`src/rtl/mips_multicycle_ctrl_if.sv`:
```
// Control bus between the multicycle MIPS controller and its datapath/memory side.
// Handshake: mem_req stays high (with iord/mem_we stable) until the cycle mem_ready=1; that cycle completes the access.
interface mips_multicycle_ctrl_if #(
  parameter int ALUOP_W = 4
);
  logic [5:0]         opcode;
  logic [5:0]         funct;
  logic               alu_zero;
  logic               mem_ready;
  logic               mem_req;
  logic               mem_we;
  logic               iord;
  logic               ir_we;
  logic               pc_we;
  logic [1:0]         pc_src;
  logic               reg_dst;
  logic               reg_we;
  logic               mem_to_reg;
  logic               alu_src_a;
  logic [1:0]         alu_src_b;
  logic [ALUOP_W-1:0] alu_op;
  logic               fault;
  logic [1:0]         fault_cause;
  logic [2:0]         state_o;

  modport master (
    input  opcode, funct, alu_zero, mem_ready,
    output mem_req, mem_we, iord, ir_we, pc_we, pc_src, reg_dst, reg_we,
           mem_to_reg, alu_src_a, alu_src_b, alu_op, fault, fault_cause, state_o
  );

  modport slave (
    output opcode, funct, alu_zero, mem_ready,
    input  mem_req, mem_we, iord, ir_we, pc_we, pc_src, reg_dst, reg_we,
           mem_to_reg, alu_src_a, alu_src_b, alu_op, fault, fault_cause, state_o
  );
endinterface

```
`src/rtl/mips_multicycle_ctrl.sv`:
```
// Multicycle MIPS control FSM with memory wait timeout and sticky fault reporting.
// Optional jump support (opcode 000010) is enabled by defining MIPS_JUMP_EN.
module mips_multicycle_ctrl #(
  parameter int ALUOP_W      = 4,
  parameter int MEM_WAIT_MAX = 15
) (
  input logic                  clk,
  input logic                  rst,
  mips_multicycle_ctrl_if.master bus
);
  localparam int CW = (MEM_WAIT_MAX < 2) ? 1 : $clog2(MEM_WAIT_MAX + 1);

  localparam logic [5:0] OPC_R    = 6'b000000;
  localparam logic [5:0] OPC_ADDI = 6'b001000;
  localparam logic [5:0] OPC_LW   = 6'b100011;
  localparam logic [5:0] OPC_SW   = 6'b101011;
  localparam logic [5:0] OPC_BEQ  = 6'b000100;
  localparam logic [5:0] OPC_J    = 6'b000010;

  localparam logic [5:0] FN_ADD = 6'b100000;
  localparam logic [5:0] FN_SUB = 6'b100010;
  localparam logic [5:0] FN_AND = 6'b100100;
  localparam logic [5:0] FN_OR  = 6'b100101;
  localparam logic [5:0] FN_SLT = 6'b101010;

  localparam logic [ALUOP_W-1:0] ALU_ADD = ALUOP_W'(0);
  localparam logic [ALUOP_W-1:0] ALU_SUB = ALUOP_W'(1);
  localparam logic [ALUOP_W-1:0] ALU_AND = ALUOP_W'(2);
  localparam logic [ALUOP_W-1:0] ALU_OR  = ALUOP_W'(3);
  localparam logic [ALUOP_W-1:0] ALU_SLT = ALUOP_W'(4);

  localparam logic [1:0] CAUSE_OPC  = 2'b01;
  localparam logic [1:0] CAUSE_FN   = 2'b10;
  localparam logic [1:0] CAUSE_MEMT = 2'b11;

  typedef enum logic [2:0] {
    S_FETCH  = 3'd0,
    S_DECODE = 3'd1,
    S_EXE    = 3'd2,
    S_MEM    = 3'd3,
    S_WB     = 3'd4,
    S_TRAP   = 3'd5
  } state_t;

  state_t        r_state;
  logic [CW-1:0] r_wait_cnt;
  logic [5:0]    r_opcode;
  logic [5:0]    r_funct;
  logic          r_fault;
  logic [1:0]    r_fault_cause;

  state_t             w_state_next;
  logic [CW-1:0]      w_wait_next;
  logic               w_set_fault;
  logic [1:0]         w_cause;
  logic               w_timeout;
  logic               w_mem_req;
  logic               w_mem_we;
  logic               w_iord;
  logic               w_ir_we;
  logic               w_pc_we;
  logic [1:0]         w_pc_src;
  logic               w_reg_dst;
  logic               w_reg_we;
  logic               w_mem_to_reg;
  logic               w_alu_src_a;
  logic [1:0]         w_alu_src_b;
  logic [ALUOP_W-1:0] w_alu_op;

  assign w_timeout = (MEM_WAIT_MAX != 0) && (r_wait_cnt == CW'(MEM_WAIT_MAX));

  always_ff @(posedge clk or posedge rst) begin
    if (rst) begin
      r_state       <= S_FETCH;
      r_wait_cnt    <= '0;
      r_opcode      <= '0;
      r_funct       <= '0;
      r_fault       <= 1'b0;
      r_fault_cause <= 2'b00;
    end else begin
      r_state    <= w_state_next;
      r_wait_cnt <= w_wait_next;
      if (r_state == S_DECODE) begin
        r_opcode <= bus.opcode;
        r_funct  <= bus.funct;
      end
      if (w_set_fault) begin
        r_fault       <= 1'b1;
        r_fault_cause <= w_cause;
      end
    end
  end

  always_comb begin
    w_state_next = r_state;
    w_wait_next  = '0;
    w_set_fault  = 1'b0;
    w_cause      = 2'b00;
    w_mem_req    = 1'b0;
    w_mem_we     = 1'b0;
    w_iord       = 1'b0;
    w_ir_we      = 1'b0;
    w_pc_we      = 1'b0;
    w_pc_src     = 2'b00;
    w_reg_dst    = 1'b0;
    w_reg_we     = 1'b0;
    w_mem_to_reg = 1'b0;
    w_alu_src_a  = 1'b0;
    w_alu_src_b  = 2'b00;
    w_alu_op     = ALU_ADD;

    case (r_state)
      S_FETCH: begin
        w_mem_req   = 1'b1;
        w_alu_src_b = 2'b01;
        if (bus.mem_ready) begin
          w_ir_we      = 1'b1;
          w_pc_we      = 1'b1;
          w_state_next = S_DECODE;
        end else if (w_timeout) begin
          w_set_fault  = 1'b1;
          w_cause      = CAUSE_MEMT;
          w_state_next = S_TRAP;
        end
      end
      S_DECODE: begin
        // Branch target is precomputed here so beq resolves in EXE.
        w_alu_src_b = 2'b11;
        case (bus.opcode)
          OPC_R: begin
            if (bus.funct inside {FN_ADD, FN_SUB, FN_AND, FN_OR, FN_SLT}) begin
              w_state_next = S_EXE;
            end else begin
              w_set_fault  = 1'b1;
              w_cause      = CAUSE_FN;
              w_state_next = S_TRAP;
            end
          end
          OPC_ADDI, OPC_LW, OPC_SW, OPC_BEQ: w_state_next = S_EXE;
          OPC_J: begin
`ifdef MIPS_JUMP_EN
            w_pc_src     = 2'b10;
            w_pc_we      = 1'b1;
            w_state_next = S_FETCH;
`else
            w_set_fault  = 1'b1;
            w_cause      = CAUSE_OPC;
            w_state_next = S_TRAP;
`endif
          end
          default: begin
            w_set_fault  = 1'b1;
            w_cause      = CAUSE_OPC;
            w_state_next = S_TRAP;
          end
        endcase
      end
      S_EXE: begin
        w_alu_src_a = 1'b1;
        case (r_opcode)
          OPC_R: begin
            case (r_funct)
              FN_SUB:  w_alu_op = ALU_SUB;
              FN_AND:  w_alu_op = ALU_AND;
              FN_OR:   w_alu_op = ALU_OR;
              FN_SLT:  w_alu_op = ALU_SLT;
              default: w_alu_op = ALU_ADD;
            endcase
            w_state_next = S_WB;
          end
          OPC_ADDI: begin
            w_alu_src_b  = 2'b10;
            w_state_next = S_WB;
          end
          OPC_LW, OPC_SW: begin
            w_alu_src_b  = 2'b10;
            w_state_next = S_MEM;
          end
          OPC_BEQ: begin
            w_alu_op     = ALU_SUB;
            w_pc_src     = 2'b01;
            w_pc_we      = bus.alu_zero;
            w_state_next = S_FETCH;
          end
          default: w_state_next = S_FETCH;
        endcase
      end
      S_MEM: begin
        w_mem_req = 1'b1;
        w_iord    = 1'b1;
        w_mem_we  = (r_opcode == OPC_SW);
        if (bus.mem_ready) begin
          w_state_next = (r_opcode == OPC_LW) ? S_WB : S_FETCH;
        end else if (w_timeout) begin
          w_set_fault  = 1'b1;
          w_cause      = CAUSE_MEMT;
          w_state_next = S_TRAP;
        end
      end
      S_WB: begin
        w_reg_we     = 1'b1;
        w_reg_dst    = (r_opcode == OPC_R);
        w_mem_to_reg = (r_opcode == OPC_LW);
        w_state_next = S_FETCH;
      end
      default: w_state_next = S_TRAP;
    endcase

    // Count only while an access is still pending in the same state; saturate so it never wraps.
    if (w_mem_req && !bus.mem_ready && (w_state_next == r_state) && (r_wait_cnt != '1)) begin
      w_wait_next = r_wait_cnt + 1'b1;
    end
  end

  assign bus.mem_req     = w_mem_req    & ~rst;
  assign bus.mem_we      = w_mem_we     & ~rst;
  assign bus.iord        = w_iord       & ~rst;
  assign bus.ir_we       = w_ir_we      & ~rst;
  assign bus.pc_we       = w_pc_we      & ~rst;
  assign bus.pc_src      = rst ? 2'b00 : w_pc_src;
  assign bus.reg_dst     = w_reg_dst    & ~rst;
  assign bus.reg_we      = w_reg_we     & ~rst;
  assign bus.mem_to_reg  = w_mem_to_reg & ~rst;
  assign bus.alu_src_a   = w_alu_src_a  & ~rst;
  assign bus.alu_src_b   = rst ? 2'b00 : w_alu_src_b;
  assign bus.alu_op      = rst ? '0 : w_alu_op;
  assign bus.fault       = r_fault;
  assign bus.fault_cause = r_fault_cause;
  assign bus.state_o     = r_state;
endmodule

```
`src/flat_wrapper.sv`:
```
// flat-port wrapper written by rule: the top's interface ports become plain ports
module mips_multicycle_ctrl_flat 
#(
  parameter int ALUOP_W      = 4,
  parameter int MEM_WAIT_MAX = 15
)
  (clk, rst, bus_opcode, bus_funct, bus_alu_zero, bus_mem_ready, bus_mem_req, bus_mem_we, bus_iord, bus_ir_we, bus_pc_we, bus_pc_src, bus_reg_dst, bus_reg_we, bus_mem_to_reg, bus_alu_src_a, bus_alu_src_b, bus_alu_op, bus_fault, bus_fault_cause, bus_state_o);
  mips_multicycle_ctrl_if #(.ALUOP_W(ALUOP_W)) bus_i ();
  input logic clk;
  input logic rst;
  input wire logic [$bits(bus_i.opcode)-1:0] bus_opcode;
  input wire logic [$bits(bus_i.funct)-1:0] bus_funct;
  input wire logic [$bits(bus_i.alu_zero)-1:0] bus_alu_zero;
  input wire logic [$bits(bus_i.mem_ready)-1:0] bus_mem_ready;
  output wire logic [$bits(bus_i.mem_req)-1:0] bus_mem_req;
  output wire logic [$bits(bus_i.mem_we)-1:0] bus_mem_we;
  output wire logic [$bits(bus_i.iord)-1:0] bus_iord;
  output wire logic [$bits(bus_i.ir_we)-1:0] bus_ir_we;
  output wire logic [$bits(bus_i.pc_we)-1:0] bus_pc_we;
  output wire logic [$bits(bus_i.pc_src)-1:0] bus_pc_src;
  output wire logic [$bits(bus_i.reg_dst)-1:0] bus_reg_dst;
  output wire logic [$bits(bus_i.reg_we)-1:0] bus_reg_we;
  output wire logic [$bits(bus_i.mem_to_reg)-1:0] bus_mem_to_reg;
  output wire logic [$bits(bus_i.alu_src_a)-1:0] bus_alu_src_a;
  output wire logic [$bits(bus_i.alu_src_b)-1:0] bus_alu_src_b;
  output wire logic [$bits(bus_i.alu_op)-1:0] bus_alu_op;
  output wire logic [$bits(bus_i.fault)-1:0] bus_fault;
  output wire logic [$bits(bus_i.fault_cause)-1:0] bus_fault_cause;
  output wire logic [$bits(bus_i.state_o)-1:0] bus_state_o;
  assign bus_i.opcode = bus_opcode;
  assign bus_i.funct = bus_funct;
  assign bus_i.alu_zero = bus_alu_zero;
  assign bus_i.mem_ready = bus_mem_ready;
  assign bus_mem_req = bus_i.mem_req;
  assign bus_mem_we = bus_i.mem_we;
  assign bus_iord = bus_i.iord;
  assign bus_ir_we = bus_i.ir_we;
  assign bus_pc_we = bus_i.pc_we;
  assign bus_pc_src = bus_i.pc_src;
  assign bus_reg_dst = bus_i.reg_dst;
  assign bus_reg_we = bus_i.reg_we;
  assign bus_mem_to_reg = bus_i.mem_to_reg;
  assign bus_alu_src_a = bus_i.alu_src_a;
  assign bus_alu_src_b = bus_i.alu_src_b;
  assign bus_alu_op = bus_i.alu_op;
  assign bus_fault = bus_i.fault;
  assign bus_fault_cause = bus_i.fault_cause;
  assign bus_state_o = bus_i.state_o;
  mips_multicycle_ctrl #(.ALUOP_W(ALUOP_W), .MEM_WAIT_MAX(MEM_WAIT_MAX)) u_core (.clk(clk), .rst(rst), .bus(bus_i));
endmodule
```
`config.mk`:
```
export PLATFORM = sky130hd
export DESIGN_NAME = mips_multicycle_ctrl_flat
export DESIGN_NICKNAME = d
export VERILOG_FILES = /design/src/rtl/mips_multicycle_ctrl_if.sv /design/src/rtl/mips_multicycle_ctrl.sv /design/src/flat_wrapper.sv
export SDC_FILE = /design/constraint.sdc
export NUM_CORES = 1
export LEC_CHECK = 0
export ABC_AREA = 1
export CORE_ASPECT_RATIO = 1.1
export CORE_MARGIN = 5
export CORE_UTILIZATION = 48
export DETAILED_ROUTE_END_ITERATION = 12
export PLACE_DENSITY = 0.83
export SLEW_MARGIN = 0
export SYNTH_ARGS = -nofsm -noshare
export SYNTH_HDL_FRONTEND = slang
export SYNTH_SLANG_ARGS = --single-unit
```
`constraint.sdc`:
```
create_clock -name clk -period 1.6 [get_ports clk]
set_input_delay 0.16 -clock clk [delete_from_list [all_inputs] [get_ports clk]]
set_output_delay 0.16 -clock clk [all_outputs]
set_load 0.03 [all_outputs]
```
==> results of run 1 <==
[worst max-delay path: stages (launching register included)]
cell     delay [ps]
dfrtp_2         440
inv_2            70
buf_6           110
nand3_4          70
nor2_4          120
nand3_4         100
nor3b_4         200
buf_6           150
[synthesized netlist by cell type (2+ instances only)]
master / number / area, um2
nand2_2: 3 / 18.77
a21oi_1: 4 / 20.02
nand2_1: 63 / 236.5
nand3_1: 14 / 70.07
buf_4: 3 / 22.52
dfrtp_1: 22 / 550.5
nor3_1: 2 / 10.01
nand3_2: 3 / 30.03
inv_1: 39 / 146.4
o21ai_0: 13 / 65.06
nor2_2: 3 / 18.77
nor2_1: 35 / 131.4
[state kept, by name, indices dropped and copies added (netlist names)]
| name | cells |
|---|---|
| u_core.bus.state_o | 3 |
| u_core.r_opcode | 6 |
| u_core.bus.fault_cause | 2 |
| u_core.r_wait_cnt | 4 |
| u_core.bus.fault | 1 |
| u_core.r_funct | 6 |
[where the power goes]
| group | internal [mW] | total [mW] | switching, mW |
|---|---|---|---|
| Clock | 0.253 | 0.422 | 0.168 |
| Sequential | 0.556 | 0.556 | 0 |
| Combinational | 0.0434 | 0.0927 | 0.0493 |
[cell families after synthesis]
| group | after synthesis | synth area share (%) |
|---|---|---|
| flip-flops | 22 | 38.77 |
| adder cells (fa/ha/maj) | 1 | 0.8809 |
| AND/OR/NAND/NOR | 128 | 39.30 |
| buffers and inverters | 46 | 13.22 |
| AO/OA/AOI/OAI | 19 | 6.960 |
| other | 1 | 0.2641 |
| XOR/XNOR | 1 | 0.6169 |
[area by class of cell]
type	count	area, um2
Multi-Input combinational cell	151	789.5
Fill cell	207	704.4
Sequential cell	22	555.5
Timing Repair Buffer	55	496.7
Inverter	41	162.7
Tap cell	33	41.29
Clock inverter	1	30.03
Clock buffer	3	22.52
[path summary, 6_finish.rpt]
path,slack [ps],endpoint,depth (start not counted)
worst max-delay path,-130,bus_alu_op[2],7
max in group asynchronous,1050,u_core.r_opcode[4]$_DFFE_PP0P_,3
worst max register to register,210,u_core.bus.fault_cause[0]$_DFFE_PP0P_,10
worst min register to register,480,u_core.r_wait_cnt[0]$_DFF_PP0_,1
worst min-delay path,290,u_core.r_opcode[2]$_DFFE_PP0P_,3
min in group clk,410,u_core.r_funct[4]$_DFFE_PP0P_,3
[what timing repair did]
| item | 4_1_cts | 5_1_grt |
|---|---|---|
| cloned | 0 | 0 |
| setup buffers | 6 | 2 |
| endpoints found under the setup margin | 15 | 12 |
| pin swaps | 11 | 4 |
| gates resized for setup | 28 | 14 |
[per-layer routing]
metal	up-vias	share of wire (%)
met2	39	51
met4	0	0.49
li1	771	-
met5	-	0
met1	658	43
met3	2	6.0
==> flow_summary.toml, run 1 <==
[route]
detail_route.first_pass.iterations = 4
drc = 0
drt_iter0_markers = 80
ant_nets = 0
vias = 1470
routed_wl_mm = 3.496
routedWlPerCell_um = 11.42
viasPerCell = 4.804

[power]
ir_drop_v = 0.0006280
p_per_area_nw_per_um2 = 510.0
power_mw = 1.070
leakage_nw = 1.113

[global_route]
antenna_found_initial = 0
grt_pass1_vias = 1450
grt.busiest_layer = "met2"
grt_use_met1_pct = 23.18
met3_usage_pct = 3.101
grt_util_all_layers_pct = 19.05
grt.overflow.total = 0
use_met2_pct = 34.29
grt_max_degree = 24
grt_pass1_wl_mm = 6.016

[final_layout]
final_layout_size_suffix_gt1_share_pct = 28.94
antennaDiodeCount = 0
final_common_cell = "nand2_1"
area_growth_pct = 47.75
stdcell_area_um2 = 2098
fin_cells = 306
layout_common_cells = "60 x nand2_1, 33 x inv_1, 27 x nor2_1, 23 x buf_4"
utilization_pct = 74.87
final_nets = 291

[floorplan]
die_h_um = 67.05
die_area_um2 = 4147
ios = 39
coreArea_um2 = 2803
fp-row-count = 20
die_x_um = 61.86
initial_utilization_pct = 50.67

[sta]
finalSetupViolCount = 10
fin_skew_ps = 13.00
hold_viol_final = 0
fin_crit_sh_pct = 107.8
holdWs_ps = 292.6
rsz0062_at_grt = "true"
max_freq_ghz = 0.5797
fin_ws_ps = -125.1
min_period_ps = 1725
slew_violations = 0
tns_ps = -632.3

[yosys]
synth-seq-cells = 22
synth_ff_type = "dfrtp_1"
netlist_instances = 218
synthArstFlopShare_pct = 100.0
synth_area_um2 = 1420
synth.distinct_cells = 26
synth-edff-count = 0
synth_area_per_cell_um2 = 6.514
yosys_warnings = 0
ys_seq_area_share_pct = 38.77

[critical_path]
critPathRequiredTime_ps = 1440
cp.arrival_ps = 1570
critPathKind = "flip-flop to output pin"
startpoint = "u_core.bus.state_o[0]$_DFF_PP0_"
setup.worst_path.start_class = "flip-flop"
worst_setup_path_end_kind = "output pin"
worstReg2RegStart = "u_core.bus.state_o[0]$_DFF_PP0_"
worstPathMaxFanout = 3

[run_status]
status = "finished, violations left"
violations = "negative setup slack"

[clock_tree]
clk_path_buf_depth = 2
clkSinkCount = 22
clk_pin_slew_ps = 130
cts_tree = "done"
hold_buffers = 0
insertion_delay_ps = 310
clockRootBuffer = "clkbuf_4"
cts_buffers = 3
htree_levels = 1

[place]
place_ws_ps = -64.71
io_buffer_count = 36
routabilityCongestion = 0.8037
dp.cells = 294
postPlaceCellArea_um2 = 1882
hpwl_mm = 2.581

[hold_path]
min_path_type = "input port to asynchronous set/reset pin"

[run]
drv_cap = 0
Note: power is estimated with default switching activity, not from simulation.
==> inputs of run 2 (changes only) <==
- CORE_UTILIZATION: 48 -> 50
- CTS_BUF_LIST: unset -> sky130_fd_sc_hd__clkbuf_8
- PLACE_DENSITY: 0.83 -> 0.86
==> flow_summary.toml, run 2 (synthesized netlist as in run 1, its figures left out) <==
[run_status]
status = "finished, violations left"
violations = "negative setup slack"

[critical_path]
r2r_end = "u_core.bus.fault$_DFFE_PP0P_"
path_common_cell = "nor2_2"
rr_worst_depth = 11
worstPathCellList = "buf_4 > nor2_2 > nand2_1 > nor2_2 > nand3_1 > a21oi_2 > buf_6"
setup.worst_path.start_class = "flip-flop"
worstPathMaxFanout = 2
critPathRequiredTime_ps = 1440
max_stage_delay_ps = 400
crit_slowest_cell = "dfrtp_1"
critical_path.top_delay_family = "simple AND/OR/NAND/NOR gates"
cp.arrival_ps = 1570
crit_buf_inv = 2
r2r_slack_ps = 100
worstReg2RegStart = "u_core.bus.state_o[0]$_DFF_PP0_"
critPathKind = "flip-flop to output pin"
worst_setup_path_end_kind = "output pin"

[place]
hpwl_mm = 2.638
io_buffer_count = 36
routabilityCongestion = 0.8126
postPlaceCellArea_um2 = 1874

[sta]
fin_skew_ps = 1.284
holdWs_ps = 366.7
fin_ws_ps = -127.8
max_freq_ghz = 0.5788
fin_crit_sh_pct = 108.0
slew_violations = 0
min_period_ps = 1728
rsz0062_at_grt = "true"
finalSetupViolCount = 7
hold_viol_final = 0

[power]
ir_drop_v = 0.0006678
p_per_area_nw_per_um2 = 485.5
leakage_nw = 1.143
power_mw = 1.038

[final_layout]
antennaDiodeCount = 0
stdcell_area_um2 = 2138
top_regs = "u_core.r_funct (6), u_core.r_opcode (6), u_core.r_wait_cnt (4)"
layout_common_cells = "59 x nand2_1, 31 x inv_1, 23 x nor2_1, 23 x buf_4"
final_common_cell = "nand2_1"
final_layout_size_suffix_gt1_share_pct = 31.87
final_nets = 291
area_growth_pct = 50.57
num-fill-cells = 176

[clock_tree]
cts_tree = "done"
insertion_delay_ps = 260
clk_path_buf_depth = 2
cts_buffers = 3
clk_pin_slew_ps = 70
clockRootBuffer = "clkbuf_8"
htree_levels = 1
hold_buffers = 0
clkSinkCount = 22

[route]
routed_wl_mm = 4.020
viasPerCell = 5.026
drt_iter0_markers = 117
vias = 1538
drc = 0
ant_nets = 0
routedWlPerCell_um = 13.14
detail_route.first_pass.iterations = 4

[floorplan]
die_area_um2 = 4007
ios = 39
fp-row-count = 20
coreArea_um2 = 2753
die_h_um = 65.90
die_x_um = 60.82
initial_utilization_pct = 51.59

[global_route]
grt_util_all_layers_pct = 18.51
grt_max_degree = 24
grt_pass1_wl_mm = 5.658
grt.overflow.total = 0
grt_pass1_vias = 1346
antenna_found_initial = 0

[hold_path]
min_path_type = "input port to asynchronous set/reset pin"

[run]
drv_cap = 0
## run 2: changes by cell type in the layout (fill, tap and decap cells not counted), sizes merged
cell and delta:
clkbuf +2, buf -1, dlygate4sd2 -1, dlymetal6s2s +1, bufinv -1
## run 2: metal layers
metal,vias to the layer above,global-route usage [%],part of all wire (%)
li1,770,-,-
met1,704,22.10,39
met2,58,32.89,52
met3,6,4.102,7.3
met4,0,4.607,1.4
met5,-,0,0
## run 2: how the worst max path moves through the flow
stage / from / endpoint / cells past startpoint
final: u_core.r_opcode[1]$_DFFE_PP0P_ / bus_pc_we / 7
after global routing: u_core.r_opcode[1]$_DFFE_PP0P_ / bus_pc_we / 7
after CTS: u_core.bus.state_o[0]$_DFF_PP0_ / bus_alu_op[2] / 7
after detailed placement: rst / bus_reg_we / 5
after global placement: rst / bus_reg_we / 5
after floorplan: u_core.bus.state_o[2]$_DFF_PP0_ / bus_alu_op[2] / 5
## run 2: worst min-delay path: stages
cell and delay, ps:
clkdlybuf4s50_1 460, clkinvlp_4 100, buf_4 290
## run 2: final cells by class
type	count	area, um2	area share [%]
repair buffers	55	500.5	23.41
multi-input cells	151	823.3	38.50
flip-flops and latches	22	555.5	25.98
well taps	33	41.29	1.931
inverters	41	162.7	7.607
clock buffers	4	55.05	2.575
## run 2: metrics by stage
step	util, %	setup slack, ps	setup TNS (ps)	cells
global route	77.68	-165.1	-1033	306
detailed placement	68.09	-64.93	-64.93	293
global placement	68.09	-33.61	-33.61	293
CTS	73.32	-35.21	-60.00	299
floorplan	-	-2.282	-2.282	219
finish	77.68	-127.8	-362.9	306
## run 2: timing repair
item | in CTS | in global routing
resized for setup | 24 | 28
gates cloned | 0 | 0
buffers inserted | 2 | 7
pin swaps | 5 | 10
hold endpoints to repair | 0 | 0
endpoints found under the setup margin | 10 | 12
## run 2: where the power goes
group	internal [mW]	total, mW	switching (mW)	leakage [nW]
registers	0.555	0.555	0	0.226
logic	0.0434	0.0942	0.0508	0.888
clock network	0.219	0.388	0.169	0.0288
==> inputs of run 3 (changes only) <==
- CAP_MARGIN: unset -> 20
- CELL_PAD_IN_SITES_DETAIL_PLACEMENT: unset -> 0
- CELL_PAD_IN_SITES_GLOBAL_PLACEMENT: unset -> 1
- CORE_UTILIZATION: 50 -> 34
- PLACE_DENSITY: 0.86 -> 0.85
- SLEW_MARGIN: 0 -> 40
==> flow_summary.toml, run 3 (synthesized netlist as in run 1, its figures left out) <==
[run_status]
status = "finished, violations left"
violations = "negative setup slack"

[hold_path]
min_path_type = "input port to asynchronous set/reset pin"

[floorplan]
ios = 39
coreArea_um2 = 3994
die_area_um2 = 5571
fp-row-count = 24
die_h_um = 77.78
initial_utilization_pct = 35.56
die_x_um = 71.62

[final_layout]
final_nets = 294
fin_cells = 328
top_regs = "u_core.r_funct (6), u_core.r_opcode (6), u_core.r_wait_cnt (4)"
antennaDiodeCount = 0
layout_common_cells = "58 x nand2_1, 30 x inv_1, 24 x nor2_1, 23 x buf_4"
area_growth_pct = 54.10
final_common_cell = "nand2_1"
final_layout_size_suffix_gt1_share_pct = 32.97
stdcell_area_um2 = 2188

[clock_tree]
clkSinkCount = 22
clk_path_buf_depth = 2
clockRootBuffer = "clkbuf_8"
htree_levels = 1
cts_tree = "done"
insertion_delay_ps = 270
clk_pin_slew_ps = 80
cts_buffers = 3

[global_route]
grt_pass1_wl_mm = 5.947
grt.overflow.total = 0
grt_util_all_layers_pct = 13.07
antenna_found_initial = 0
grt_pass1_vias = 1384
grt_max_degree = 24

[route]
ant_nets = 0
routedWlPerCell_um = 11.03
routed_wl_mm = 3.618
detail_route.first_pass.iterations = 4
viasPerCell = 4.512
drc = 0
drt_iter0_markers = 62
vias = 1480

[critical_path]
cp.arrival_ps = 1490
critPathKind = "flip-flop to output pin"
setup.worst_path.start_class = "flip-flop"
worst_setup_path_end_kind = "output pin"
worstPathMaxFanout = 3
critPathRequiredTime_ps = 1440

[sta]
finalSetupViolCount = 3
hold_viol_final = 0
min_period_ps = 1652
rsz0062_at_grt = "true"
fin_ws_ps = -51.61
slew_violations = 0
fin_crit_sh_pct = 103.2
fin_skew_ps = 7.697
max_freq_ghz = 0.6055
tns_ps = -85.41

[power]
p_per_area_nw_per_um2 = 533.2
leakage_nw = 1.123
ir_drop_v = 0.0003256

[run]
drv_cap = 0

[place]
postPlaceCellArea_um2 = 1906
dp.cells = 313
io_buffer_count = 36
routabilityCongestion = 0.8037
hpwl_mm = 2.688
## run 3: through the flow
| step | utilization, % | power [mW] | setup slack, ps | hold WS (ps) |
|---|---|---|---|---|
| 3_3_place_gp | 47.71 | 0.6589 | -34.89 | 450.5 |
| 6_report | 54.79 | 1.167 | -51.61 | 345.4 |
| 5_1_grt | 54.79 | 1.211 | -127.1 | 390.6 |
| 2_1_floorplan | - | 0.6098 | -2.282 | 269.6 |
| 4_1_cts | 51.88 | 1.180 | -39.32 | 355.4 |
| 3_5_place_dp | 47.71 | 0.6594 | -52.23 | 456.8 |
## run 3: worst paths after layout
kind,from,endpoint,slack (ps),cells past startpoint
worst min-delay path,rst,u_core.r_opcode[2]$_DFFE_PP0P_,350,3
worst max register to register,u_core.bus.state_o[0]$_DFF_PP0_,u_core.bus.fault_cause[0]$_DFFE_PP0P_,110,11
worst max-delay path,u_core.bus.state_o[0]$_DFF_PP0_,bus_alu_op[2],-50,7
min in group clk,u_core.r_wait_cnt[0]$_DFF_PP0_,u_core.r_wait_cnt[0]$_DFF_PP0_,460,1
max in group asynchronous,rst,u_core.r_opcode[4]$_DFFE_PP0P_,1000,3
worst min register to register,u_core.r_wait_cnt[0]$_DFF_PP0_,u_core.r_wait_cnt[0]$_DFF_PP0_,460,1
## run 3: area by class of cell
type | instances | area, um2
well taps | 52 | 65.06
repair buffers | 58 | 530.5
flip-flops and latches | 22 | 555.5
multi-input cells | 151 | 805.8
fillers | 401 | 1805
clock buffers | 3 | 41.29
clock inverters | 1 | 30.03
inverters | 41 | 160.2
## run 3: report_power, final
group | total [mW] | switching (mW) | internal, mW | leakage (nW)
Clock | 0.519 | 0.184 | 0.334 | 0.0357
Sequential | 0.555 | 0 | 0.555 | 0.226
Combinational | 0.0926 | 0.0491 | 0.0434 | 0.861
## run 3: repair_timing
item / 4_1_cts / 5_1_grt
hold buffers: 0 / 0
pin swaps: 6 / 13
endpoints found under the setup margin: 13 / 12
gates resized for setup: 22 / 29
setup buffers: 4 / 7
hold endpoints to repair: 0 / 0
## run 3: layer usage
| metal | vias to the layer above | share of wire, % | GRT usage (%) |
|---|---|---|---|
| li1 | 772 | - | - |
| met1 | 660 | 44 | 16.81 |
| met2 | 41 | 48 | 21.78 |
| met3 | 7 | 6.3 | 2.842 |
| met4 | 0 | 1.2 | 3.947 |
| met5 | - | 0 | 0 |
## run 3: worst max-delay path, cell delays in order (launching register included)
cell and delay, ps:
dfrtp_2 410, inv_2 70, buf_6 100, nand3_4 60, nor2_4 110, nand3_4 110, nor3b_4 200, buf_6 150
